### src/rtl/oc8051_acc_b_dptr_regs_pkg.sv
// Shared SFR addresses, bit-address bases and wr_sfr encodings for the
// ACC / B / DPTR register block.
package oc8051_sfr_pkg;

    localparam logic [7:0] SFR_ACC = 8'hE0;
    localparam logic [7:0] SFR_B   = 8'hF0;
    localparam logic [7:0] SFR_DPL = 8'h82;
    localparam logic [7:0] SFR_DPH = 8'h83;

    localparam logic [4:0] BIT_BASE_ACC = 5'b11100;
    localparam logic [4:0] BIT_BASE_B   = 5'b11110;

    typedef enum logic [1:0] {
        WRS_N    = 2'b00,
        WRS_ACC1 = 2'b01,
        WRS_ACC2 = 2'b10,
        WRS_DPTR = 2'b11
    } wr_sfr_t;

    // True when a plain byte write targets the given SFR address.
    function automatic logic byte_hit(input logic wr, input logic wr_bit,
                                      input logic [7:0] wr_addr,
                                      input logic [7:0] target);
        return wr && !wr_bit && (wr_addr == target);
    endfunction

endpackage

### src/rtl/oc8051_acc_b_dptr_regs_if.sv
// Write-side bus into the ACC/B/DPTR block and the register contents it exposes.
// Writes are single-cycle strobes with no back-pressure: any cycle with wr=1
// or wr_sfr!=00 is taken at the next rising edge, and the result appears one
// cycle later on the read-side signals.
interface oc8051_acc_b_dptr_regs_if;

    logic       wr;
    logic       wr_bit;
    logic [7:0] wr_addr;
    logic [7:0] data_in;
    logic [7:0] data2_in;
    logic       bit_in;
    logic [1:0] wr_sfr;

    logic [7:0] acc;
    logic       p;
    logic [7:0] b_reg;
    logic [7:0] dptr_hi;
    logic [7:0] dptr_lo;

    modport master (
        output wr, wr_bit, wr_addr, data_in, data2_in, bit_in, wr_sfr,
        input  acc, p, b_reg, dptr_hi, dptr_lo
    );

    modport slave (
        input  wr, wr_bit, wr_addr, data_in, data2_in, bit_in, wr_sfr,
        output acc, p, b_reg, dptr_hi, dptr_lo
    );

endinterface

### src/rtl/oc8051_acc_b_dptr_regs_bitaddr_reg.sv
// 8-bit bit-addressable SFR: byte write at BYTE_ADDR, bit write at BIT_BASE,
// plus a higher-priority override load used by the ACC datapath path.
module oc8051_bitaddr_reg
    import oc8051_sfr_pkg::*;
#(
    parameter logic [7:0] RST_VAL   = 8'h00,
    parameter logic [7:0] BYTE_ADDR = SFR_ACC,
    parameter logic [4:0] BIT_BASE  = BIT_BASE_ACC
) (
    input  logic       clk,
    input  logic       rst,
    input  logic       wr,
    input  logic       wr_bit,
    input  logic [7:0] wr_addr,
    input  logic [7:0] data_in,
    input  logic       bit_in,
    input  logic       ovr_en,
    input  logic [7:0] ovr_data,
    output logic [7:0] q
);

    logic byte_wr;
    logic bit_wr;

    assign byte_wr = byte_hit(wr, wr_bit, wr_addr, BYTE_ADDR);
    assign bit_wr  = wr && wr_bit && (wr_addr[7:3] == BIT_BASE);

    always_ff @(posedge clk) begin
        if (rst) begin
            q <= RST_VAL;
        end else if (ovr_en) begin
            q <= ovr_data;
        end else if (byte_wr) begin
            q <= data_in;
        end else if (bit_wr) begin
            q[wr_addr[2:0]] <= bit_in;
        end
    end

endmodule

### src/rtl/oc8051_acc_b_dptr_regs.sv
// ACC, B and DPTR SFR register file with ACC parity output.
// Optional OC8051_DPTR_INC_EN adds a dptr_inc port for 16-bit DPTR increment.
module oc8051_acc_b_dptr_regs
    import oc8051_sfr_pkg::*;
#(
    parameter logic [7:0]  ACC_RST  = 8'h00,
    parameter logic [7:0]  B_RST    = 8'h00,
    parameter logic [15:0] DPTR_RST = 16'h0000
) (
    input  logic                        clk,
    input  logic                        rst,
`ifdef OC8051_DPTR_INC_EN
    input  logic                        dptr_inc,
`endif
    oc8051_acc_b_dptr_regs_if.slave     bus
);

    logic [7:0] acc_q;
    logic [7:0] b_q;
    logic [7:0] dph_q;
    logic [7:0] dpl_q;

    logic       acc_ovr_en;
    logic [7:0] acc_ovr_data;
    logic       dptr_sfr_wr;
    logic       dpl_byte_wr;
    logic       dph_byte_wr;

    // Datapath writes (ACC1/ACC2) beat any SFR-bus write to ACC.
    assign acc_ovr_en   = (bus.wr_sfr == WRS_ACC1) || (bus.wr_sfr == WRS_ACC2);
    assign acc_ovr_data = (bus.wr_sfr == WRS_ACC2) ? bus.data2_in : bus.data_in;

    oc8051_bitaddr_reg #(
        .RST_VAL   (ACC_RST),
        .BYTE_ADDR (SFR_ACC),
        .BIT_BASE  (BIT_BASE_ACC)
    ) u_acc (
        .clk      (clk),
        .rst      (rst),
        .wr       (bus.wr),
        .wr_bit   (bus.wr_bit),
        .wr_addr  (bus.wr_addr),
        .data_in  (bus.data_in),
        .bit_in   (bus.bit_in),
        .ovr_en   (acc_ovr_en),
        .ovr_data (acc_ovr_data),
        .q        (acc_q)
    );

    oc8051_bitaddr_reg #(
        .RST_VAL   (B_RST),
        .BYTE_ADDR (SFR_B),
        .BIT_BASE  (BIT_BASE_B)
    ) u_b (
        .clk      (clk),
        .rst      (rst),
        .wr       (bus.wr),
        .wr_bit   (bus.wr_bit),
        .wr_addr  (bus.wr_addr),
        .data_in  (bus.data_in),
        .bit_in   (bus.bit_in),
        .ovr_en   (1'b0),
        .ovr_data (8'h00),
        .q        (b_q)
    );

    assign dptr_sfr_wr = (bus.wr_sfr == WRS_DPTR);
    assign dpl_byte_wr = byte_hit(bus.wr, bus.wr_bit, bus.wr_addr, SFR_DPL);
    assign dph_byte_wr = byte_hit(bus.wr, bus.wr_bit, bus.wr_addr, SFR_DPH);

    // DPTR is byte-only; the datapath load takes both halves at once.
    always_ff @(posedge clk) begin
        if (rst) begin
            {dph_q, dpl_q} <= DPTR_RST;
        end else if (dptr_sfr_wr) begin
            dph_q <= bus.data2_in;
            dpl_q <= bus.data_in;
        end else if (dpl_byte_wr) begin
            dpl_q <= bus.data_in;
        end else if (dph_byte_wr) begin
            dph_q <= bus.data_in;
`ifdef OC8051_DPTR_INC_EN
        end else if (dptr_inc) begin
            {dph_q, dpl_q} <= {dph_q, dpl_q} + 16'd1;
`endif
        end
    end

    assign bus.acc     = acc_q;
    assign bus.p       = ^acc_q;
    assign bus.b_reg   = b_q;
    assign bus.dptr_hi = dph_q;
    assign bus.dptr_lo = dpl_q;

endmodule

### src/flat_wrapper.sv
// flat-port wrapper written by rule: the top's interface ports become plain ports
module oc8051_acc_b_dptr_regs_flat import oc8051_sfr_pkg::*;
#(
    parameter logic [7:0]  ACC_RST  = 8'h00,
    parameter logic [7:0]  B_RST    = 8'h00,
    parameter logic [15:0] DPTR_RST = 16'h0000
)
  (clk, rst, bus_wr, bus_wr_bit, bus_wr_addr, bus_data_in, bus_data2_in, bus_bit_in, bus_wr_sfr, bus_acc, bus_p, bus_b_reg, bus_dptr_hi, bus_dptr_lo);
  oc8051_acc_b_dptr_regs_if bus_i ();
  input  logic clk;
  input  logic rst;
  input wire logic [$bits(bus_i.wr)-1:0] bus_wr;
  input wire logic [$bits(bus_i.wr_bit)-1:0] bus_wr_bit;
  input wire logic [$bits(bus_i.wr_addr)-1:0] bus_wr_addr;
  input wire logic [$bits(bus_i.data_in)-1:0] bus_data_in;
  input wire logic [$bits(bus_i.data2_in)-1:0] bus_data2_in;
  input wire logic [$bits(bus_i.bit_in)-1:0] bus_bit_in;
  input wire logic [$bits(bus_i.wr_sfr)-1:0] bus_wr_sfr;
  output wire logic [$bits(bus_i.acc)-1:0] bus_acc;
  output wire logic [$bits(bus_i.p)-1:0] bus_p;
  output wire logic [$bits(bus_i.b_reg)-1:0] bus_b_reg;
  output wire logic [$bits(bus_i.dptr_hi)-1:0] bus_dptr_hi;
  output wire logic [$bits(bus_i.dptr_lo)-1:0] bus_dptr_lo;
  assign bus_i.wr = bus_wr;
  assign bus_i.wr_bit = bus_wr_bit;
  assign bus_i.wr_addr = bus_wr_addr;
  assign bus_i.data_in = bus_data_in;
  assign bus_i.data2_in = bus_data2_in;
  assign bus_i.bit_in = bus_bit_in;
  assign bus_i.wr_sfr = bus_wr_sfr;
  assign bus_acc = bus_i.acc;
  assign bus_p = bus_i.p;
  assign bus_b_reg = bus_i.b_reg;
  assign bus_dptr_hi = bus_i.dptr_hi;
  assign bus_dptr_lo = bus_i.dptr_lo;
  oc8051_acc_b_dptr_regs #(.ACC_RST(ACC_RST), .B_RST(B_RST), .DPTR_RST(DPTR_RST)) u_core (.clk(clk), .rst(rst), .bus(bus_i));
endmodule
### config.mk
export PLATFORM = sky130hd
export DESIGN_NAME = oc8051_acc_b_dptr_regs_flat
export DESIGN_NICKNAME = d
export VERILOG_FILES = /design/src/rtl/oc8051_acc_b_dptr_regs_pkg.sv /design/src/rtl/oc8051_acc_b_dptr_regs_if.sv /design/src/rtl/oc8051_acc_b_dptr_regs_bitaddr_reg.sv /design/src/rtl/oc8051_acc_b_dptr_regs.sv /design/src/flat_wrapper.sv
export SDC_FILE = /design/constraint.sdc
export NUM_CORES = 1
export LEC_CHECK = 0
export CAP_MARGIN = 0
export CORE_ASPECT_RATIO = 0.6
export CORE_MARGIN = 2
export CORE_UTILIZATION = 46
export CTS_BUF_LIST = sky130_fd_sc_hd__clkbuf_16
export DETAILED_ROUTE_END_ITERATION = 10
export PLACE_DENSITY = 0.8
export SLEW_MARGIN = 0
export SYNTH_ARGS = -nofsm -noshare
export SYNTH_HDL_FRONTEND = slang
export SYNTH_SLANG_ARGS = --single-unit
### constraint.sdc
create_clock -name clk -period 2.2 [get_ports clk]
set_input_delay 0.44 -clock clk [delete_from_list [all_inputs] [get_ports clk]]
set_output_delay 0.44 -clock clk [all_outputs]
set_load 0.01 [all_outputs]
==> metrics <==
outcome=completed; critical path class=in2reg; fmax=between 0.4 and 0.5 GHz; Rows=18; Synth Cell Area=1928 µm²; Routability Congestion=~0.86; final wirelength=6057 µm; post-route ant nets=0; CTS tree=done; clk sink count=32; number of I/O pins=64; largest net degree at the start of global routing=33; vias in the first global route=~1900; number of port buffers=63; drt first pass iters=4; FILL cells=between 300 and 400; CP max stage delay=around 550 ps; Hold-fix buffers, CTS=0; Initial DRC Count=152; die area=4742 µm²; WL/cell=16.50 µm; layout overhead on the synthesized area=53.67%; final setup violation count=0; Arr. time, crit path=2290 ps; first-pass GRT wire length=9646 µm; Yosys top cell area share=0.3323; worst setup margin=68.61 ps; ranking of synthesized cells by area=dfxtp_1 33%, a211oi_1 12%, mux2i_1 8.8%; Skew-Pair Late Insertion Delay=270 ps; dpl hpwl=4438 µm; Leak=between 1 and 1.5 nW; crit path max fanout=4; total power=1.870 mW; relative max-transition margin=0.6360; Clock Tree Buf Depth=2; worst-margin pin slew=between 500 and 600 ps; gr usage total=0.2752; EDFF count, synth=0; Clock Skews=0 ps; Clock Tree Root=clkbuf_16; FFs w/ async S/R, synth=0; Worst setup SP type=input pin; Die X=87.58 µm; die height=54.15 µm; P per Cell Area=631.1 nW/µm²; fraction of layout cells with a size suffix above 1=0.1238; # DRC=0; count leader, synth=dfxtp_1; Core Util, Final=0.7268; fin crit period=roughly 2100 ps; Netlist cell types=38; GRT Residual Overflow=0; register area=~640 µm²; Setup Buffers After CTS=0; critical path capture point type=flip-flop; Synthesized Nets=between 200 and 300; Synth Flop Type=dfxtp_1; area of the multi-input gates=1202 µm²; hold slack final=roughly 490 ps; crit share post-route=0.9688; Vias/cell=5.695; dpl ws=-272.4 ps; CTS HTree Levels=2; Post-synth top cells=32 x dfxtp_1, 31 x a211oi_1, 23 x nor2_1; Fin. Hold Viols=0; Syn Area/Cell=8.569 µm²; RSZ-0062 raised after global routing=no; Yosys warnings=0; antenna violations before repair=0; Core Region=4076 µm²; Max Cap Violations=0; Max VDD drop=between 400 and 500 µV; worst-path cell chain=clkdlybuf4s50_1 -> or4b_4 -> o41ai_4 -> buf_4 -> mux2i_1 -> nor2_1; Final Max Slew Viols=0; starting density of the core=0.4730; slowest CP cell=or4b_4; clk slew on worst S/H paths=~50 ps; Nets=339; Hold Crit Class=reg2reg; Worst EP required=2360 ps; setup tns final=0 ps; Post-CTS Resized=0; CTS Buf Count=5; Gate Count Post-Synth=225; Synth area leader=dfxtp_1; post-synthesis register bit count=32; ant diodes=0; vias=around 2100; Seq/Total Area, Yosys=0.3323
power by group:
group	switching (mW)	leakage (nW)	total (mW)	internal [mW]
registers	0.0237	0.262	0.637	0.613
logic	0.213	0.805	0.456	0.243
clock network	0.251	0.0789	0.777	0.526
total	0.488	1.15	1.87	1.38
metal layers:
layer | track usage | up-vias | wire length, µm
li1 | - | 1014 | -
met5 | 0 | - | 0
met3 | 0.05828 | 10 | 460
met1 | 0.4044 | 961 | 3020
met4 | 0.08205 | 0 | 68
met2 | 0.4028 | 105 | 2507
final timing paths:
| kind | start | end | slack [ps] | cells after the start |
|---|---|---|---|---|
| max | bus_wr_addr[4] | u_core.bus.dptr_lo[0] | 70 | 6 |
| min | u_core.u_b.q[0] | u_core.u_b.q[0] | 490 | 2 |
| max reg2reg | u_core.u_acc.q[2] | u_core.u_acc.q[2] | 1380 | 2 |
| min reg2reg | u_core.u_b.q[0] | u_core.u_b.q[0] | 490 | 2 |
per-stage QoR:
stage / area [µm²] / instances
global route: 2963 / 367
floorplan: 1928 / 225
finish: 2963 / 367
CTS: 2944 / 367
global placement: 2781 / 359
detailed placement: 2781 / 359
registers in the layout (all words and copies together), names as in the netlist:
name                flops
u_core.u_acc.q          8
u_core.u_b.q            8
u_core.bus.dptr_lo      8
u_core.bus.dptr_hi      8
kinds of logic after synthesis:
| group | synth area share |
|---|---|
| xor+xnor | 0.04543 |
| buf+inv | 0.04672 |
| fa+ha+maj | 0.01298 |
| simple gates | 0.2317 |
| flops | 0.3322 |
| compound gates | 0.2310 |
| mux | 0.09993 |
final cells by class:
cell class | instances | area share
multi-input combinational | 170 | 0.4058
sequential | 32 | 0.2162
tap | 60 | 0.02534
clock buffer | 5 | 0.04223
inverter | 8 | 0.01014
clock inverter | 3 | 0.01267
timing repair buffer | 89 | 0.2876
worst max-delay path, delay by kind of cell:
family | cells | cell delay (ps)
mux | 1 | 180
buf+inv | 2 | 620
simple gates | 2 | 600
compound gates | 1 | 440
placed cells by master, fill, tap and decap left out, drive strengths merged, types with 3 or more instances in the layout:
master and count:
dfxtp 32, nor2 23, clkdlybuf4s50 59, clkinv 3
o41ai 3, dlymetal6s2s 4, nor2b 7, inv 7
a21oi 7, nor3 12, and3b 3, a211oi 31
or3 3, buf 26, mux2i 17, xnor2 8
o21ai 4, nand3 4, a311oi 3, a31oi 3
nand4 3, nor4 10, nand2 7, clkbuf 5
Note: power is estimated with default switching activity, not from simulation.
